--- config.mk ---
export PLATFORM = sky130hd
export DESIGN_NAME = srp_call_sequencer_flat
export DESIGN_NICKNAME = d
export VERILOG_FILES = /design/src/rtl/srp_call_if.sv /design/src/rtl/srp_call_sequencer.sv /design/src/flat_wrapper.sv
export SDC_FILE = /design/constraint.sdc
export NUM_CORES = 1
export LEC_CHECK = 0
export ABC_AREA = 1
export CAP_MARGIN = 0
export CORE_ASPECT_RATIO = 0.8
export CORE_MARGIN = 4
export CORE_UTILIZATION = 40
export CTS_CLUSTER_DIAMETER = 40
export DETAILED_ROUTE_END_ITERATION = 12
export PLACE_DENSITY = 0.68
export SKIP_CTS_REPAIR_TIMING = 1
export SLEW_MARGIN = 20
export SYNTH_ARGS = -nofsm -noshare
export SYNTH_HDL_FRONTEND = slang
export SYNTH_SLANG_ARGS = --single-unit
--- constraint.sdc ---
create_clock -name clk -period 10.15 [get_ports clk]
set_clock_uncertainty 0.05 [all_clocks]
set_input_delay 1.5225 -clock clk [delete_from_list [all_inputs] [get_ports clk]]
set_output_delay 1.5225 -clock clk [all_outputs]
set_load 0.02 [all_outputs]
--- src/rtl/srp_call_if.sv ---
// Host and kernel signal bundle for the call sequencer.
// slave: the sequencer side; master: the host/kernel environment side.
interface srp_call_if #(
  parameter int DATA_W = 64,
  parameter int CNT_W  = 32
);
  logic                     arg_valid;
  logic                     arg_ready;
  logic signed [DATA_W-1:0] arg_data;
  logic                     res_valid;
  logic                     res_ready;
  logic signed [DATA_W-1:0] res_data;
  logic                     res_timeout;
  logic [CNT_W-1:0]         res_cycles;
  logic                     busy;
  logic                     k_r_enable;
  logic signed [DATA_W-1:0] k_init_i;
  logic                     k_w_enable;
  logic signed [DATA_W-1:0] k_result;

  modport slave (
    input  arg_valid, arg_data, res_ready, k_w_enable, k_result,
    output arg_ready, res_valid, res_data, res_timeout, res_cycles, busy,
           k_r_enable, k_init_i
  );

  modport master (
    output arg_valid, arg_data, res_ready, k_w_enable, k_result,
    input  arg_ready, res_valid, res_data, res_timeout, res_cycles, busy,
           k_r_enable, k_init_i
  );
endinterface

--- src/rtl/srp_call_sequencer.sv ---
// Launcher for a synthesised kernel: queues call arguments, starts one
// kernel invocation at a time, waits for the done rising edge (or a
// timeout) and hands back result plus launch-to-done cycle count.
module srp_call_sequencer #(
  parameter int DATA_W  = 64,
  parameter int DEPTH   = 4,
  parameter int TIMEOUT = 1024,
  parameter int CNT_W   = 32
) (
  input  logic       clk,
  input  logic       reset,
  srp_call_if.slave  io
);
  localparam int AW = $clog2(DEPTH);
  localparam logic [AW:0]      FULL_OCC = (AW+1)'(DEPTH);
  localparam logic [CNT_W-1:0] TO_LAST  = CNT_W'(TIMEOUT - 1);
  localparam logic [CNT_W-1:0] TO_VAL   = CNT_W'(TIMEOUT);
  localparam logic [CNT_W-1:0] CNT_MAX  = '1;

  typedef enum logic [1:0] {IDLE, LAUNCH, WAIT, DELIVER} state_t;

  state_t                   state_q, state_d;
  logic signed [DATA_W-1:0] mem [DEPTH];
  logic [AW:0]              wr_ptr, rd_ptr, occ;
  logic                     full, empty, push, pop, rise, cap_rise, cap_to;
  logic                     wen_q;
  logic [CNT_W-1:0]         cnt, cnt_inc;
  logic signed [DATA_W-1:0] init_q, res_data_q;
  logic                     res_to_q;
  logic [CNT_W-1:0]         res_cyc_q;

  // Pointers carry one extra wrap bit so full and empty are distinguishable.
  assign occ     = wr_ptr - rd_ptr;
  assign empty   = (wr_ptr == rd_ptr);
  assign full    = (occ == FULL_OCC);
  assign push    = io.arg_valid && !full;
  assign rise    = io.k_w_enable && !wen_q;
  assign cnt_inc = (cnt == CNT_MAX) ? CNT_MAX : cnt + 1'b1;

  assign io.arg_ready   = !full;
  assign io.res_valid   = (state_q == DELIVER);
  assign io.res_data    = res_data_q;
  assign io.res_timeout = res_to_q;
  assign io.res_cycles  = res_cyc_q;
  assign io.busy        = (state_q != IDLE) || !empty;
  assign io.k_r_enable  = (state_q == LAUNCH);
  assign io.k_init_i    = init_q;

  // State register.
  always_ff @(posedge clk) begin
    if (reset) state_q <= IDLE;
    else       state_q <= state_d;
  end

  // Next state and per-cycle control strobes; a done edge wins over the
  // timeout if both land in the same cycle.
  always_comb begin
    state_d  = state_q;
    pop      = 1'b0;
    cap_rise = 1'b0;
    cap_to   = 1'b0;
    case (state_q)
      IDLE:    if (!empty) begin pop = 1'b1; state_d = LAUNCH; end
      LAUNCH:  state_d = WAIT;
      WAIT: begin
        if (rise) begin
          cap_rise = 1'b1;
          state_d  = DELIVER;
        end else if (cnt >= TO_LAST) begin
          cap_to  = 1'b1;
          state_d = DELIVER;
        end
      end
      DELIVER: if (io.res_ready) state_d = IDLE;
      default: state_d = IDLE;
    endcase
  end

  // Argument storage; contents need no reset, pointers gate visibility.
  always_ff @(posedge clk) begin
    if (push) mem[wr_ptr[AW-1:0]] <= io.arg_data;
  end

  // FIFO pointers.
  always_ff @(posedge clk) begin
    if (reset) begin
      wr_ptr <= '0;
      rd_ptr <= '0;
    end else begin
      if (push) wr_ptr <= wr_ptr + 1'b1;
      if (pop)  rd_ptr <= rd_ptr + 1'b1;
    end
  end

  // Kernel argument is loaded only on pop, so it stays put through WAIT.
  always_ff @(posedge clk) begin
    if (reset)    init_q <= '0;
    else if (pop) init_q <= mem[rd_ptr[AW-1:0]];
  end

  // Done-level history for edge detection and the saturating cycle counter.
  always_ff @(posedge clk) begin
    if (reset) begin
      wen_q <= 1'b0;
      cnt   <= '0;
    end else begin
      wen_q <= io.k_w_enable;
      if (state_q == LAUNCH)    cnt <= '0;
      else if (state_q == WAIT) cnt <= cnt_inc;
    end
  end

  // Result capture; held until the next call completes.
  always_ff @(posedge clk) begin
    if (reset) begin
      res_data_q <= '0;
      res_to_q   <= 1'b0;
      res_cyc_q  <= '0;
    end else if (cap_rise) begin
      res_data_q <= io.k_result;
      res_to_q   <= 1'b0;
      res_cyc_q  <= cnt_inc;
    end else if (cap_to) begin
      res_data_q <= '0;
      res_to_q   <= 1'b1;
      res_cyc_q  <= TO_VAL;
    end
  end
endmodule

--- src/flat_wrapper.sv ---
// flat-port wrapper written by rule: the top's interface ports become plain ports
module srp_call_sequencer_flat 
#(
  parameter int DATA_W  = 64,
  parameter int DEPTH   = 4,
  parameter int TIMEOUT = 1024,
  parameter int CNT_W   = 32
)
  (clk, reset, io_arg_valid, io_arg_data, io_res_ready, io_k_w_enable, io_k_result, io_arg_ready, io_res_valid, io_res_data, io_res_timeout, io_res_cycles, io_busy, io_k_r_enable, io_k_init_i);
  srp_call_if #(.DATA_W(DATA_W), .CNT_W(CNT_W)) io_i ();
  input  logic clk;
  input  logic reset;
  input wire logic [$bits(io_i.arg_valid)-1:0] io_arg_valid;
  input wire logic [$bits(io_i.arg_data)-1:0] io_arg_data;
  input wire logic [$bits(io_i.res_ready)-1:0] io_res_ready;
  input wire logic [$bits(io_i.k_w_enable)-1:0] io_k_w_enable;
  input wire logic [$bits(io_i.k_result)-1:0] io_k_result;
  output wire logic [$bits(io_i.arg_ready)-1:0] io_arg_ready;
  output wire logic [$bits(io_i.res_valid)-1:0] io_res_valid;
  output wire logic [$bits(io_i.res_data)-1:0] io_res_data;
  output wire logic [$bits(io_i.res_timeout)-1:0] io_res_timeout;
  output wire logic [$bits(io_i.res_cycles)-1:0] io_res_cycles;
  output wire logic [$bits(io_i.busy)-1:0] io_busy;
  output wire logic [$bits(io_i.k_r_enable)-1:0] io_k_r_enable;
  output wire logic [$bits(io_i.k_init_i)-1:0] io_k_init_i;
  assign io_i.arg_valid = io_arg_valid;
  assign io_i.arg_data = io_arg_data;
  assign io_i.res_ready = io_res_ready;
  assign io_i.k_w_enable = io_k_w_enable;
  assign io_i.k_result = io_k_result;
  assign io_arg_ready = io_i.arg_ready;
  assign io_res_valid = io_i.res_valid;
  assign io_res_data = io_i.res_data;
  assign io_res_timeout = io_i.res_timeout;
  assign io_res_cycles = io_i.res_cycles;
  assign io_busy = io_i.busy;
  assign io_k_r_enable = io_i.k_r_enable;
  assign io_k_init_i = io_i.k_init_i;
  srp_call_sequencer #(.DATA_W(DATA_W), .DEPTH(DEPTH), .TIMEOUT(TIMEOUT), .CNT_W(CNT_W)) u_core (.clk(clk), .reset(reset), .io(io_i));
endmodule
# ---- Word level (Yosys, flattened, before mapping)
# Memory sizes are Yosys's and may differ from the RTL's. A register that Yosys moved wholly into a read port is not among the register bits.
# Cells that the tools add are included.
dict set report totals {
  memories 1
  word_cells 54
  output_inout_bits 165
  register_bits 138
  ramBits 256
}
dict set report op_classes {
  magnitude_cmp 1
  eq_ne 9
  n_addsub 4
  reduce_logical 12
  mux 19
}
# name depth word_bits rd rd_clocked_by_memory_dff wr line_no
set memory_table {}
lappend memory_table {u_core.mem 4 64 1 1 1 srp_call_sequencer.sv:23} ;# logic signed [DATA_W-1:0] mem [DEPTH];
# operator count
set ops {}
lappend ops {{$mux 64} 2}
lappend ops {{$mux 32} 3}
lappend ops {{$add 32x1->32 const B} 1}
lappend ops {{$eq 32x32->1 const B} 1}
lappend ops {{$ge 32x10->1 const B} 1}
lappend ops {{$mux 1} 9}
lappend ops {{$mux 2} 4}
lappend ops {{$pmux 2 s4} 1}
lappend ops {{$add 3x1->3 const B} 2}
lappend ops {{$eq 2x2->1 const B} 2}
lappend ops {{$ne 2x2->1 const B} 2}
lappend ops {{$reduce_bool 2->1} 2}
lappend ops {{$reduce_or 2->1} 2}
lappend ops {{$eq 3x3->1} 1}
lappend ops {{$eq 3x3->1 const B} 1}
lappend ops {{$logic_not 1->1} 3}
lappend ops {{$ne 3x1->1 const B} 1}
lappend ops {{$reduce_and 3->1} 1}
lappend ops {{$sub 3x3->3} 1}
lappend ops {{$eq 2x1->1 const B} 1}
lappend ops {{$logic_and 1x1->1} 2}
lappend ops {{$logic_not 2->1} 1}
lappend ops {{$logic_or 1x1->1} 1}

# ---- Depth between registers and ports, before layout
dict set report depth {
  word_depth 6
  depth_mapped 12
  ltp_nobuf 11
}

# ---- Worst setup path before layout
# OpenSTA, ideal clock, no wires.
dict set report synth_timing {
  kind {input -> register}
  startpoint {in io_arg_valid}
  endpoint {mem u_core.mem[0][0], enable pin}
  setup_time_ns 0.487
  path_stages 2
  n_path_buf 0
  setup_slack_ns 5.250
  arrival_ns 4.363
  required_time_ns 9.613
  path_cell_list {nand2_1 nor2_1}
}
dict set report synth_via {
  elab_chain_cells 3
}
# item line_no
set synth_rtl {}
lappend synth_rtl {{from (decl)} flat_wrapper.sv:13} ;# input wire logic [$bits(io_i.arg_valid)-1:0] io_arg_valid;
lappend synth_rtl {{$logic_and 1x1->1} srp_call_sequencer.sv:36} ;# assign push = io.arg_valid && !full;
lappend synth_rtl {{$mux 1} srp_call_sequencer.sv:81} ;# if (push) mem[wr_ptr[AW-1:0]] <= io.arg_data;
lappend synth_rtl {{$mux 1 (not written as such)} srp_call_sequencer.sv:81}
lappend synth_rtl {{to (decl)} srp_call_sequencer.sv:23}
# No other way between the ends.

# ---- Final worst setup path
dict set report layout_timing {
  startpoint {reg u_core.rd_ptr[0]}
  endpoint {out io_arg_ready}
}
dict set report layout_via {
  elab_chain_cells 3
}
# item line_no
set layout_rtl {}
lappend layout_rtl {{from (decl)} srp_call_sequencer.sv:24} ;# logic [AW:0] wr_ptr, rd_ptr, occ;
lappend layout_rtl {{from (signal assigned)} srp_call_sequencer.sv:91} ;# if (pop) rd_ptr <= rd_ptr + 1'b1;
lappend layout_rtl {{$sub 3x3->3} srp_call_sequencer.sv:33} ;# assign occ = wr_ptr - rd_ptr;
lappend layout_rtl {{$eq 3x3->1} srp_call_sequencer.sv:35} ;# assign full = (occ == FULL_OCC);
lappend layout_rtl {{$logic_not 1->1} srp_call_sequencer.sv:40} ;# assign io.arg_ready = !full;
lappend layout_rtl {{to (decl)} flat_wrapper.sv:18} ;# output wire logic [$bits(io_i.arg_ready)-1:0] io_arg_ready;
# No other way between the ends.

==> reports/metrics.yaml <==
final_layout:
  nNetsFinal: 2227
  fin_cells: 2731
  regArea_sq_mm: 0.0117
  diodes: 0
  multiInputGateArea_sq_mm: 0.00540
  area_delta_synth_final_pct: 29.6
  final_cell_mix: "348 x nor2_1, 296 x clkdlybuf4s50_1, 256 x edfxtp_1"
  drive_above_1_share_pct: 6.02
  nFillCells: 3977
  final_common_cell: "nor2_1"
logic_synthesis:
  ys_seq_elements: 458
  ys_types: 27
  ys_top_cells_by_area: "edfxtp_1 43%, dfxtp_1 23%, nor2_1 7.4%, o21ai_0 6.7%, nand2_1 4.5%"
  synthCells: 1828
  syn_area_sq_mm: 0.0179
  synth_edf_count: 256
  syn-num-nets: 1973
  synth-main-ff-cell: "edfxtp_1"
  synth_seq_area_share_pct: 65.5
  synth_warnings: 0
  syn_avg_cell_area_sq_um: 9.80
  yosysTopAreaCell: "edfxtp_1"
  async_reset_ff_share_pct: 0
  synth_top_area_share_pct: 42.9
clock_network:
  cts_buffers: 56
  root_buffer: "clkbuf_16"
  clock_sinks: 458
  cts_max_path_buffers: 3
  cts_tree: "built"
  clk_latency_ns: 0.61
  htreeDepth: 2
  clkTransAtPathRegs_ns: 0.06
timing:
  slew_violations: 0
  maxSlewHeadroom_pct: 29.5
  period_needed_ns: 4.32
  fin_tns_setup_ns: 0
  tightestPinTransition_ns: 1.06
  rsz0062_at_grt: "no"
  hold_violations: 0
  max_freq_ghz: 0.232
  layout_worst_path_cycle_share_pct: 42.5
  setup_viol: 0
detailed_routing:
  ant_nets: 0
  first_iter_violations: 944
  wire_per_inst_um: 17.6
  drt-pass1-iter-count: 7
  route.detailed.drc: 0
  vias: 14000
  finalWirelength_um: 48100
  vias_per_cell: 5.12
setup_path:
  reg2reg_depth: 8
  cp_slowest_cell: "dfxtp_4"
  cp_cell_sequence: "ha_1 > nor2_1 > nor2_1 > nand2b_1 > nand4_1 > clkdlybuf4s50_1"
  criticalPathCategory: "reg -> out"
  critPathLaunchType: "flop"
  reg2reg_to: "u_core.io.res_data[54]"
  crit_top_cell: "nor2_1"
  rrSetupSlack_ns: 6.59
  cp_data_arrival_time_ns: 2.74
  cpLargestDelayFamily: "flip-flops"
  max_stage_delay_ns: 0.81
  critPathRequiredTime_ns: 8.58
  worst-path-max-fanout: 64
  crit_buf_inv: 1
  r2r_start: "u_core.state_q[0]"
  critPathCaptureType: "output pin"
grt:
  met3_usage_pct: 5.21
  grt_pass1_vias: 13300
  antenna_found_initial: 8
  grt_overflow: 0
  grt_usage_pct: 19.1
  top_usage_layer: "met2"
  gr-usage-met2_pct: 31.4
  grt_pass1_wl_um: 73500
  met1_usage_pct: 24.9
  grt_start_max_net_pins: 131
floorplanning:
  die_width_um: 245
  num_rows: 69
  die_height_um: 197
  io_pins: 298
  core_area_sq_mm: 0.0444
  start_util_pct: 40.4
  fp.dieArea_sq_mm: 0.0483
place:
  dp_hpwl_um: 28900
  portBuffers: 297
  dp_cells: 2627
  place_congestion: 0.892
power_and_ir_drop:
  vdd_ir_drop_max_mv: 0.161
  clkPwrFrac_pct: 32.6
  switching_share_pct: 33.8
  power_frac_seq_pct: 40.8
  p_comb_share_pct: 26.6
  p_int_uw: 4070
  p_switching_uw: 2080
  leakagePower_uw: 0.00812
  power_density_mw_per_mm2: 265
min_path:
  holdPathEnd: "u_core.io.res_data[42]"
  hp-class: "reg -> reg"
  hp-start: "u_core.io.res_data[42]"
  hold_path_depth: 2
run_status:
  outcome: "completed"
flow_run:
  max_cap_viol_count: 0
power groups by stage:
| stage | registers (uW) | clock network [uW] | logic (uW) |
|---|---|---|---|
| 3_5_place_dp | 2540 | 0 | 1650 |
| 6_report | 2510 | 2010 | 1630 |
| 2_1_floorplan | 2610 | 0 | 946 |
| 4_1_cts | 2510 | 2060 | 1650 |
| 5_1_grt | 2540 | 2140 | 1820 |
| 3_3_place_gp | 2540 | 0 | 1610 |
synthesized netlist by cell type (all sizes together) (3+ instances only):
| library cell | n |
|---|---|
| ha | 12 |
| nand4 | 3 |
| nand2 | 216 |
| inv | 84 |
| nand3b | 4 |
| o21ai | 241 |
| a21oi | 125 |
| nand3 | 143 |
| dfxtp | 202 |
| clkbuf | 70 |
| nor2 | 357 |
| a31oi | 65 |
| edfxtp | 256 |
| buf | 45 |
cell families after synthesis:
family	count (synthesis)	share of synthesized area, %
DFF	458	65.5
adders and majority gates	12	0.838
and+or+nand+nor	726	16.5
xor gates and xnor gates	2	0.0978
AOI/OAI and AO/OA	431	12.5
buffers and inverters	199	4.53
layer usage:
metal / wire [um] / vias up
met5: 112 / -
met4: 1080 / 16
met3: 4210 / 93
met2: 22200 / 471
met1: 20400 / 6601
li1: - / 6813
layout make-up:
type	count	area share, %
Sequential cell	458	50.6
Multi-Input combinational cell	1171	23.3
Timing Repair Buffer	311	13.3
Clock buffer	75	6.65
Tap cell	603	3.25
Clock inverter	29	1.64
Inverter	84	1.37
flip-flops by register name, summed over array words and instances, names as in the netlist:
name                   count
u_core.mem               256
u_core.io.k_init_i        64
u_core.io.res_data        64
u_core.cnt                32
u_core.io.res_cycles      32
u_core.rd_ptr              3
u_core.wr_ptr              3
u_core.state_q             2
u_core.io.res_timeout      1
u_core.wen_q               1
worst max path at each step:
stage | to | slack (ns) | from | depth (start not counted)
after detailed placement | u_core.io.k_init_i[50] | 6.31 | reset | 6
final | io_arg_ready | 5.83 | u_core.rd_ptr[0] | 6
after CTS | io_arg_ready | 5.75 | u_core.rd_ptr[0] | 6
after floorplan | u_core.mem[0][0] | 5.25 | io_arg_valid | 2
after global routing | io_arg_ready | 5.68 | u_core.rd_ptr[0] | 6
after global placement | u_core.io.k_init_i[1] | 6.37 | reset | 6
worst reg2reg max path, delay by kind of cell (launching register included):
kind | cells | cell delay, ns
fa+ha+maj | 1 | 0.45
buf+inv | 3 | 1.60
flops | 1 | 0.38
compound gates | 1 | 0.17
simple gates | 3 | 0.81
per-stage QoR:
step           total power [uW]  setup slack (ns)  cell area (sq um)  utilization, %  hold WS [ns]
2_1_floorplan              3560              5.25              17900               -         0.398
3_3_place_gp               4150              6.37              21300            48.0         0.414
3_5_place_dp               4190              6.31              21300            48.0         0.422
4_1_cts                    6220              5.75              23200            52.3         0.430
5_1_grt                    6500              5.68              23200            52.3         0.448
6_report                   6150              5.83              23200            52.3         0.427
(Power assumes the default switching activity.)
